$ cat src/rtl/cpu_pkg.sv
// Shared definitions for the 16-bit CPU front end.
//   ADDR_W / INSTR_W : program-counter and instruction widths
//   RESET_PC         : program counter value after reset
//   fetch_state_t    : fetch sequencer states
//   pc_sel_t         : next-pc selection for pc_reg
package cpu_pkg;

  localparam int ADDR_W  = 16;
  localparam int INSTR_W = 16;
  localparam logic [ADDR_W-1:0] RESET_PC = 16'h0000;

  typedef enum logic [1:0] {
    FETCH,
    WAIT,
    HOLD,
    HALTED
  } fetch_state_t;

  typedef enum logic [1:0] {
    PC_HOLD,
    PC_INC,
    PC_BRANCH
  } pc_sel_t;

endpackage

$ cat src/rtl/pc_reg.sv
// Program counter register with next-pc mux.
//   clk, rst      : clock and synchronous active-high reset (loads RESET_PC)
//   pc_sel        : PC_HOLD keeps the value, PC_INC adds one (wraps), PC_BRANCH loads branch_target
//   branch_target : redirect address
//   pc            : current program counter
module pc_reg
  import cpu_pkg::*;
#(
  parameter int                ADDR_W   = cpu_pkg::ADDR_W,
  parameter logic [ADDR_W-1:0] RESET_PC = cpu_pkg::RESET_PC
) (
  input  logic              clk,
  input  logic              rst,
  input  pc_sel_t           pc_sel,
  input  logic [ADDR_W-1:0] branch_target,
  output logic [ADDR_W-1:0] pc
);

  logic [ADDR_W-1:0] pc_reg_q;
  logic [ADDR_W-1:0] pc_next;

  always_comb begin
    pc_next = pc_reg_q;
    case (pc_sel)
      PC_INC:    pc_next = pc_reg_q + ADDR_W'(1);  // truncation gives the modulo wrap
      PC_BRANCH: pc_next = branch_target;
      default:   pc_next = pc_reg_q;
    endcase
  end

  always_ff @(posedge clk) begin
    if (rst) begin
      pc_reg_q <= RESET_PC;
    end else begin
      pc_reg_q <= pc_next;
    end
  end

  assign pc = pc_reg_q;

endmodule

$ cat src/rtl/pc_fetch_unit.sv
// Instruction fetch sequencer.
//   clk, rst                  : clock, synchronous active-high reset
//   imem_req/imem_addr        : request to instruction memory, held until imem_ack
//   imem_ack/imem_rdata       : one-cycle response from instruction memory
//   instr/instr_pc/instr_valid: fetched word to decode, accepted on instr_ready
//   pc_branch/branch_target   : redirect from the ALU stage
//   halt/halted               : stop fetching (sampled in FETCH) / halted status
module pc_fetch_unit
  import cpu_pkg::*;
#(
  parameter int                ADDR_W   = cpu_pkg::ADDR_W,
  parameter int                INSTR_W  = cpu_pkg::INSTR_W,
  parameter logic [ADDR_W-1:0] RESET_PC = cpu_pkg::RESET_PC
) (
  input  logic               clk,
  input  logic               rst,
  output logic               imem_req,
  output logic [ADDR_W-1:0]  imem_addr,
  input  logic               imem_ack,
  input  logic [INSTR_W-1:0] imem_rdata,
  output logic [INSTR_W-1:0] instr,
  output logic [ADDR_W-1:0]  instr_pc,
  output logic               instr_valid,
  input  logic               instr_ready,
  input  logic               pc_branch,
  input  logic [ADDR_W-1:0]  branch_target,
  input  logic               halt,
  output logic               halted
);

  fetch_state_t       state_reg;
  logic               flush_reg;
  logic               req_reg;
  logic [ADDR_W-1:0]  addr_reg;
  logic [INSTR_W-1:0] instr_reg;
  logic [ADDR_W-1:0]  instr_pc_reg;
  logic               valid_reg;
  logic               halted_reg;

  logic [ADDR_W-1:0]  pc;
  pc_sel_t            pc_sel;
  logic               accept;

  // A branch in HOLD overrides a simultaneous handshake, so no increment then.
  assign accept = (state_reg == HOLD) && valid_reg && instr_ready;

  always_comb begin
    pc_sel = PC_HOLD;
    if (pc_branch) begin
      pc_sel = PC_BRANCH;
    end else if (accept) begin
      pc_sel = PC_INC;
    end
  end

  pc_reg #(
    .ADDR_W   (ADDR_W),
    .RESET_PC (RESET_PC)
  ) u_pc_reg (
    .clk           (clk),
    .rst           (rst),
    .pc_sel        (pc_sel),
    .branch_target (branch_target),
    .pc            (pc)
  );

  always_ff @(posedge clk) begin
    if (rst) begin
      state_reg    <= FETCH;
      flush_reg    <= 1'b0;
      req_reg      <= 1'b0;
      addr_reg     <= '0;
      instr_reg    <= '0;
      instr_pc_reg <= '0;
      valid_reg    <= 1'b0;
      halted_reg   <= 1'b0;
    end else begin
      case (state_reg)
        FETCH: begin
          if (halt) begin
            state_reg  <= HALTED;
            halted_reg <= 1'b1;
          end else if (!pc_branch) begin
            // A branch arriving here only moves the pc; the request goes out
            // next cycle from the new address so imem_addr never needs a flush.
            req_reg   <= 1'b1;
            addr_reg  <= pc;
            state_reg <= WAIT;
          end
        end
        WAIT: begin
          if (imem_ack) begin
            req_reg   <= 1'b0;
            flush_reg <= 1'b0;
            if (flush_reg || pc_branch) begin
              state_reg <= FETCH;
            end else begin
              instr_reg    <= imem_rdata;
              instr_pc_reg <= addr_reg;
              valid_reg    <= 1'b1;
              state_reg    <= HOLD;
            end
          end else if (pc_branch) begin
            // Request stays up with its original address; its data is dropped.
            flush_reg <= 1'b1;
          end
        end
        HOLD: begin
          if (pc_branch || instr_ready) begin
            valid_reg <= 1'b0;
            state_reg <= FETCH;
          end
        end
        HALTED: begin
          if (!halt) begin
            halted_reg <= 1'b0;
            state_reg  <= FETCH;
          end
        end
        default: state_reg <= FETCH;
      endcase
    end
  end

  assign imem_req    = req_reg;
  assign imem_addr   = addr_reg;
  assign instr       = instr_reg;
  assign instr_pc    = instr_pc_reg;
  assign instr_valid = valid_reg;
  assign halted      = halted_reg;

endmodule

$ cat config.mk
export PLATFORM = sky130hd
export DESIGN_NAME = pc_fetch_unit
export DESIGN_NICKNAME = d
export VERILOG_FILES = /design/src/rtl/cpu_pkg.sv /design/src/rtl/pc_reg.sv /design/src/rtl/pc_fetch_unit.sv
export SDC_FILE = /design/constraint.sdc
export NUM_CORES = 1
export LEC_CHECK = 0
export CAP_MARGIN = 10
export CORE_UTILIZATION = 35
export CTS_BUF_LIST = sky130_fd_sc_hd__clkbuf_8
export CTS_CLUSTER_SIZE = 16
export DETAILED_ROUTE_END_ITERATION = 10
export GPL_TIMING_DRIVEN = 1
export PLACE_DENSITY = 0.6
export SYNTH_ARGS = -nofsm -noshare
export SYNTH_HDL_FRONTEND = slang
export SYNTH_SLANG_ARGS = --single-unit
export TNS_END_PERCENT = 5
$ cat constraint.sdc
create_clock -name clk -period 3.76 [get_ports clk]
set_input_delay 0.752 -clock clk [delete_from_list [all_inputs] [get_ports clk]]
set_output_delay 0.752 -clock clk [all_outputs]
set_load 0.01 [all_outputs]
-- After elaboration in Yosys (flattened, before gate mapping)
Cells that the tools add are included.
- bits in registers: 70
- bits in latches: 0
- bits in writable memories: 0
- bits in read-only memories: 0
- bits of input ports: 38
- word-level logic and storage cells: 66
- memories kept: 0
- add/subtract/negate cells: 1
- multiply operators: 0
- divide/modulo/power cells: 0
- $lt $le $gt $ge: 0
- equal/unequal tests: 13
- shift-type cells: 0
- mux-type cells: 23
- bitwise operators: 3
- reductions and logical operators: 17
- operators with widths (cell ; number):
    $pmux W16 S2 ; 1
    $add A16 B1 Y16 const B ; 1
    $mux W2 ; 7
    $ne A2 B2 Y1 const B ; 6
    $reduce_and A4 Y1 ; 3
    $mux W1 ; 11
    $reduce_bool A2 Y1 ; 5
    $reduce_and A3 Y1 ; 3
    $pmux W2 S4 ; 1
    $eq A2 B2 Y1 const B ; 3
    $pmux W1 S2 ; 3
    $eq A2 B1 Y1 const B ; 2
    $ne A3 B3 Y1 const B ; 1
    $not A1 Y1 ; 3
    $logic_and A1 B1 Y1 ; 2
    $logic_not A2 Y1 ; 1
    $logic_or A1 B1 Y1 ; 2
    $ne A2 B1 Y1 const B ; 1
    $reduce_and A2 Y1 ; 1

-- Longest topological paths before layout
- word-level depth: 7
- mapped depth: 7
- gate-level depth less buffers: 4

-- Cells and area by module
A second synthesis with hierarchy kept.
- cell total of the unflattened synthesis: 387
- area, all modules: 3181.8 um2
- modules (own cells, without submodules) (module ; times used ; cells an instance ; area each (um2)):
    pc_fetch_unit ; 1 ; 252 ; 2154.6
    pc_reg ; 1 ; 135 ; 1027.2

-- Worst setup path after synthesis
Ideal clock, no wire load.
- kind: input port to flip-flop
- start: in pc_branch
- end: reg addr_reg[0], in the netlist imem_addr[0]
- data arrival time: 1.830 ns
- required time: 3.690 ns
- setup slack: 1.859 ns
- stages on the path: 6
- cells stage by stage: buf_1 > inv_2 > nand3_1 > clkbuf_1 > nand2_1 > a21oi_1
- word-level cells in the longest chain between the ends: 2
- RTL lines (item ; line ; text):
    start: declaration ; pc_fetch_unit.sv:25 ; input logic pc_branch,
    $not A1 Y1 (no source line) ; n/a ;
    $reduce_and A3 Y1 (no source line) ; n/a ;
    end signal: assignment ; pc_fetch_unit.sv:87 ; addr_reg <= pc;
    end: declaration ; pc_fetch_unit.sv:34 ; logic [ADDR_W-1:0] addr_reg;
No other way between the ends.
A chain may end at the register's enable or synchronous reset.

-- Worst setup path in the final report
- start: in instr_ready
- end: reg u_pc_reg.pc_reg_q[13], in the netlist u_pc_reg.pc[13]
- word-level cells in the longest chain between the ends: 5
- elaborated cells on any way between the ends: 7
- those cells by class: 2 x eq/ne; 3 x mux; 2 x reduce/logical
- RTL lines (item ; line ; text):
    start: declaration ; pc_fetch_unit.sv:24 ; input logic instr_ready,
    $logic_and A1 B1 Y1 * ; pc_fetch_unit.sv:45 ; assign accept = (state_reg == HOLD) && valid_reg && instr_ready;
    $mux W1 * ; pc_fetch_unit.sv:51 ; end else if (accept) begin
    $mux W2 * ; pc_fetch_unit.sv:49 ; if (pc_branch) begin
    $eq A2 B2 Y1 / $eq A2 B1 Y1 (equally long branches) ; pc_reg.sv:24 ; case (pc_sel)
    $pmux W16 S2 / $reduce_bool A2 Y1 (equally long branches) ; n/a ;
    end signal: assignment ; pc_reg.sv:35 ; pc_reg_q <= pc_next;
    end: declaration ; pc_reg.sv:19 ; logic [ADDR_W-1:0] pc_reg_q;
Mark *: on every way between the ends. The rest lies on a longest branch, timed or not.

==> impl_metrics.csv <==
group,metric,value,unit
synthesis,syn_inst,343,
timing,slew_headroom,0.355,
clocking,cts_buffers,9,
route,first_iter_violations,67,
power_and_ir_drop,leakage,1.36,nW
clocking,root_buffer,"clkbuf_8",
critical_path,cp_max_fo,9,
layout,fillers,772,
timing,period_share,0.642,
clocking,clockBufferDepth,2,
critical_path,crit_path_end_kind,"register",
timing,fin_worst_skew,7.67,ps
timing,hold_violations,0,
synthesis,synth_top_area_frac,0.505,
synthesis,avgSynthCellArea,8.08,um2
power_and_ir_drop,switching_share,0.229,
critical_path,cp-start-kind,"input port",
floorplan,die-area,0.00828,mm2
timing,rsz0062_at_grt,"false",
clocking,cts_sinks,70,
clocking,cts_tree,"done",
synthesis,synth_area_leaders,"dfxtp_1 (51%), nand2_1 (14%), a21oi_1 (10%)",
synthesis,ys_types,36,
critical_path,critical_path.slowest_cell,"and4b_1",
critical_path,crit_chain,"clkdlybuf4s50_1 -> and4b_1 -> nand4_4 -> or3_1 -> a311oi_1",
run,maxCapViolCount,0,
synthesis,syn-num-nets,382,
power_and_ir_drop,p_clk_frac,0.425,
clocking,path_clk_slew,70,ps
power_and_ir_drop,p_int,1.29,mW
critical_path,crit_path_max_incr_delay,520,ps
global_route,grt_pass1_vias,2326,
synthesis,ys.warnings.count,0,
timing,fin_tns_setup,0,ps
placement,gp_congestion,0.792,
power_and_ir_drop,p_per_area,424,mW/mm2
floorplan,fp.dieW,91.0,um
timing,max_freq,414,MHz
clocking,hold_buffers,0,
timing,min_period,2410,ps
synthesis,synth_area,0.00277,mm2
timing,tightest_slew,967,ps
critical_path,path_class,"input port to register",
route,dr.pass1.iters,4,
route,drtAntennaViolNets,0,
global_route,grt_pass1_wl,11300,um
layout,n_antenna_cell,0,
synthesis,yosysSeqAreaShare,0.505,
synthesis,synth_area_leader_cell,"dfxtp_1",
critical_path,crit_required,3990,ps
global_route,grt_antenna_before_repair,0,
synthesis,synth_edf_count,0,
layout,drive_gt1_frac,0.0605,
clocking,clk_latency,340,ps
power_and_ir_drop,power_frac_comb,0.098,
global_route,overflow,0,
timing,setup_viol,0,
floorplan,io_pins,89,
power_and_ir_drop,vdd_drop_max,0.190,mV
synthesis,synthArstFlopShare,0,
synthesis,yosysMostFrequentCell,"nand2_1",
power_and_ir_drop,seqPwrFrac,0.476,
route,wirelength,6770,um
route,vias,2513,
synthesis,synth_common_cells,"nand2_1 (105), dfxtp_1 (70), a21oi_1 (56)",
timing,finalMaxSlewViolations,0,
worst_hold_path,hold_class,"register to register",
synthesis,synth_seq_cells,70,
global_route,grt_max_degree,54,
layout,area_growth,42.8,%
floorplan,core,0.00769,mm2
clocking,cts_resized,0,
floorplan,initial_core_util,0.361,
route,drc,0,
placement,portBuffers,88,
route,viasPerCell,4.72,
layout,fin_nets,464,
floorplan,row_count,32,
critical_path,arrival,2640,ps
route,wl_per_cell,12.7,um
synthesis,synth_ff_type,"dfxtp_1",
placement,dpl.hpwl,4570,um
floorplan,die_h,91.0,um
power_and_ir_drop,switchingPower,0.385,mW
power_and_ir_drop,power,1.68,mW
global_route,grt_use_total,0.171,
clocking,h-tree-depth,3,
outcome,outcome,"complete, no violations",
clocking,postCtsSetupBuffers,0,
-- path summary, 6_finish.rpt --
kind	start	endpoint	cells after the start	slack (ps)
worst max register to register	state_reg[0]$_SDFFE_PP0P_	u_pc_reg.pc[13]$_SDFFE_PP0P_	4	1720
worst max-delay path	instr_ready	u_pc_reg.pc[13]$_SDFFE_PP0P_	5	1350
worst min register to register	instr[2]$_SDFFE_PP0P_	instr[2]$_SDFFE_PP0P_	2	450
worst min-delay path	instr[2]$_SDFFE_PP0P_	instr[2]$_SDFFE_PP0P_	2	450
-- power groups by stage --
stage	clock (mW)	combinational (mW)	sequential, mW
global placement	0	0.165	0.816
CTS	0.730	0.167	0.799
floorplan	0	0.0802	0.813
finish	0.714	0.165	0.800
global route	0.766	0.184	0.805
detailed placement	0	0.167	0.816
-- layout by cell type (no fill, tap or decap), drive strengths merged, types with 2 or more instances in the layout --
cell type,Yosys,final
a211oi,7,7
xor2,6,6
o31a,3,3
and4,2,2
a21oi,56,56
nand4,5,5
or3,6,6
nor3,2,2
clkinv,0,2
a311oi,7,7
nor2,15,15
clkbuf,15,9
nor4,2,2
clkdlybuf4s50,0,87
bufinv,0,3
buf,7,6
nand3,6,6
and2,2,2
nand2b,2,2
dfxtp,70,70
inv,6,8
o21ai,8,8
nand2,105,105
-- cell type report --
| cell class | count | area, um2 | area share |
|---|---|---|---|
| flip-flops and latches | 70 | 1400 | 0.354 |
| multi-input cells | 245 | 1260 | 0.318 |
| repair buffers | 93 | 913 | 0.231 |
| well taps | 102 | 128 | 0.0322 |
| clock buffers | 9 | 124 | 0.0313 |
| clock inverters | 7 | 113 | 0.0284 |
| inverters | 6 | 22.5 | 0.00569 |
-- critical path: cells and delay by family --
family | cells | cell delay [ps]
AND/OR/NAND/NOR | 3 | 1130
buffers and inverters | 1 | 480
AO/OA/AOI/OAI | 1 | 280
-- kinds of logic (layout without fill, tap and decap cells) --
| family | count (synthesis) | after routing | synth area share |
|---|---|---|---|
| compound gates | 85 | 85 | 0.177 |
| xor+xnor | 7 | 7 | 0.0221 |
| fa+ha+maj | 1 | 1 | 0.00451 |
| buf+inv | 28 | 115 | 0.0411 |
| flops | 70 | 70 | 0.505 |
| mux | 1 | 1 | 0.00406 |
| simple gates | 151 | 151 | 0.246 |
-- per-layer routing --
metal  routed length, um  GRT usage  up-vias
met5                   0          0        -
met4                  76     0.0556        0
met3                 456     0.0477        6
met2                2730      0.242       82
met1                3510      0.247     1095
li1                    -          -     1330
-- per-stage QoR --
step	setup WS [ps]	utilization	hold slack, ps	cells	cell area (um2)
2_1_floorplan	1860	-	445	343	2770
3_3_place_gp	1070	0.484	441	516	3720
3_5_place_dp	1010	0.484	447	516	3720
4_1_cts	1330	0.515	457	532	3960
5_1_grt	1130	0.515	476	532	3960
6_report	1350	0.515	453	532	3960
Note: power is estimated with default switching activity, not from simulation.
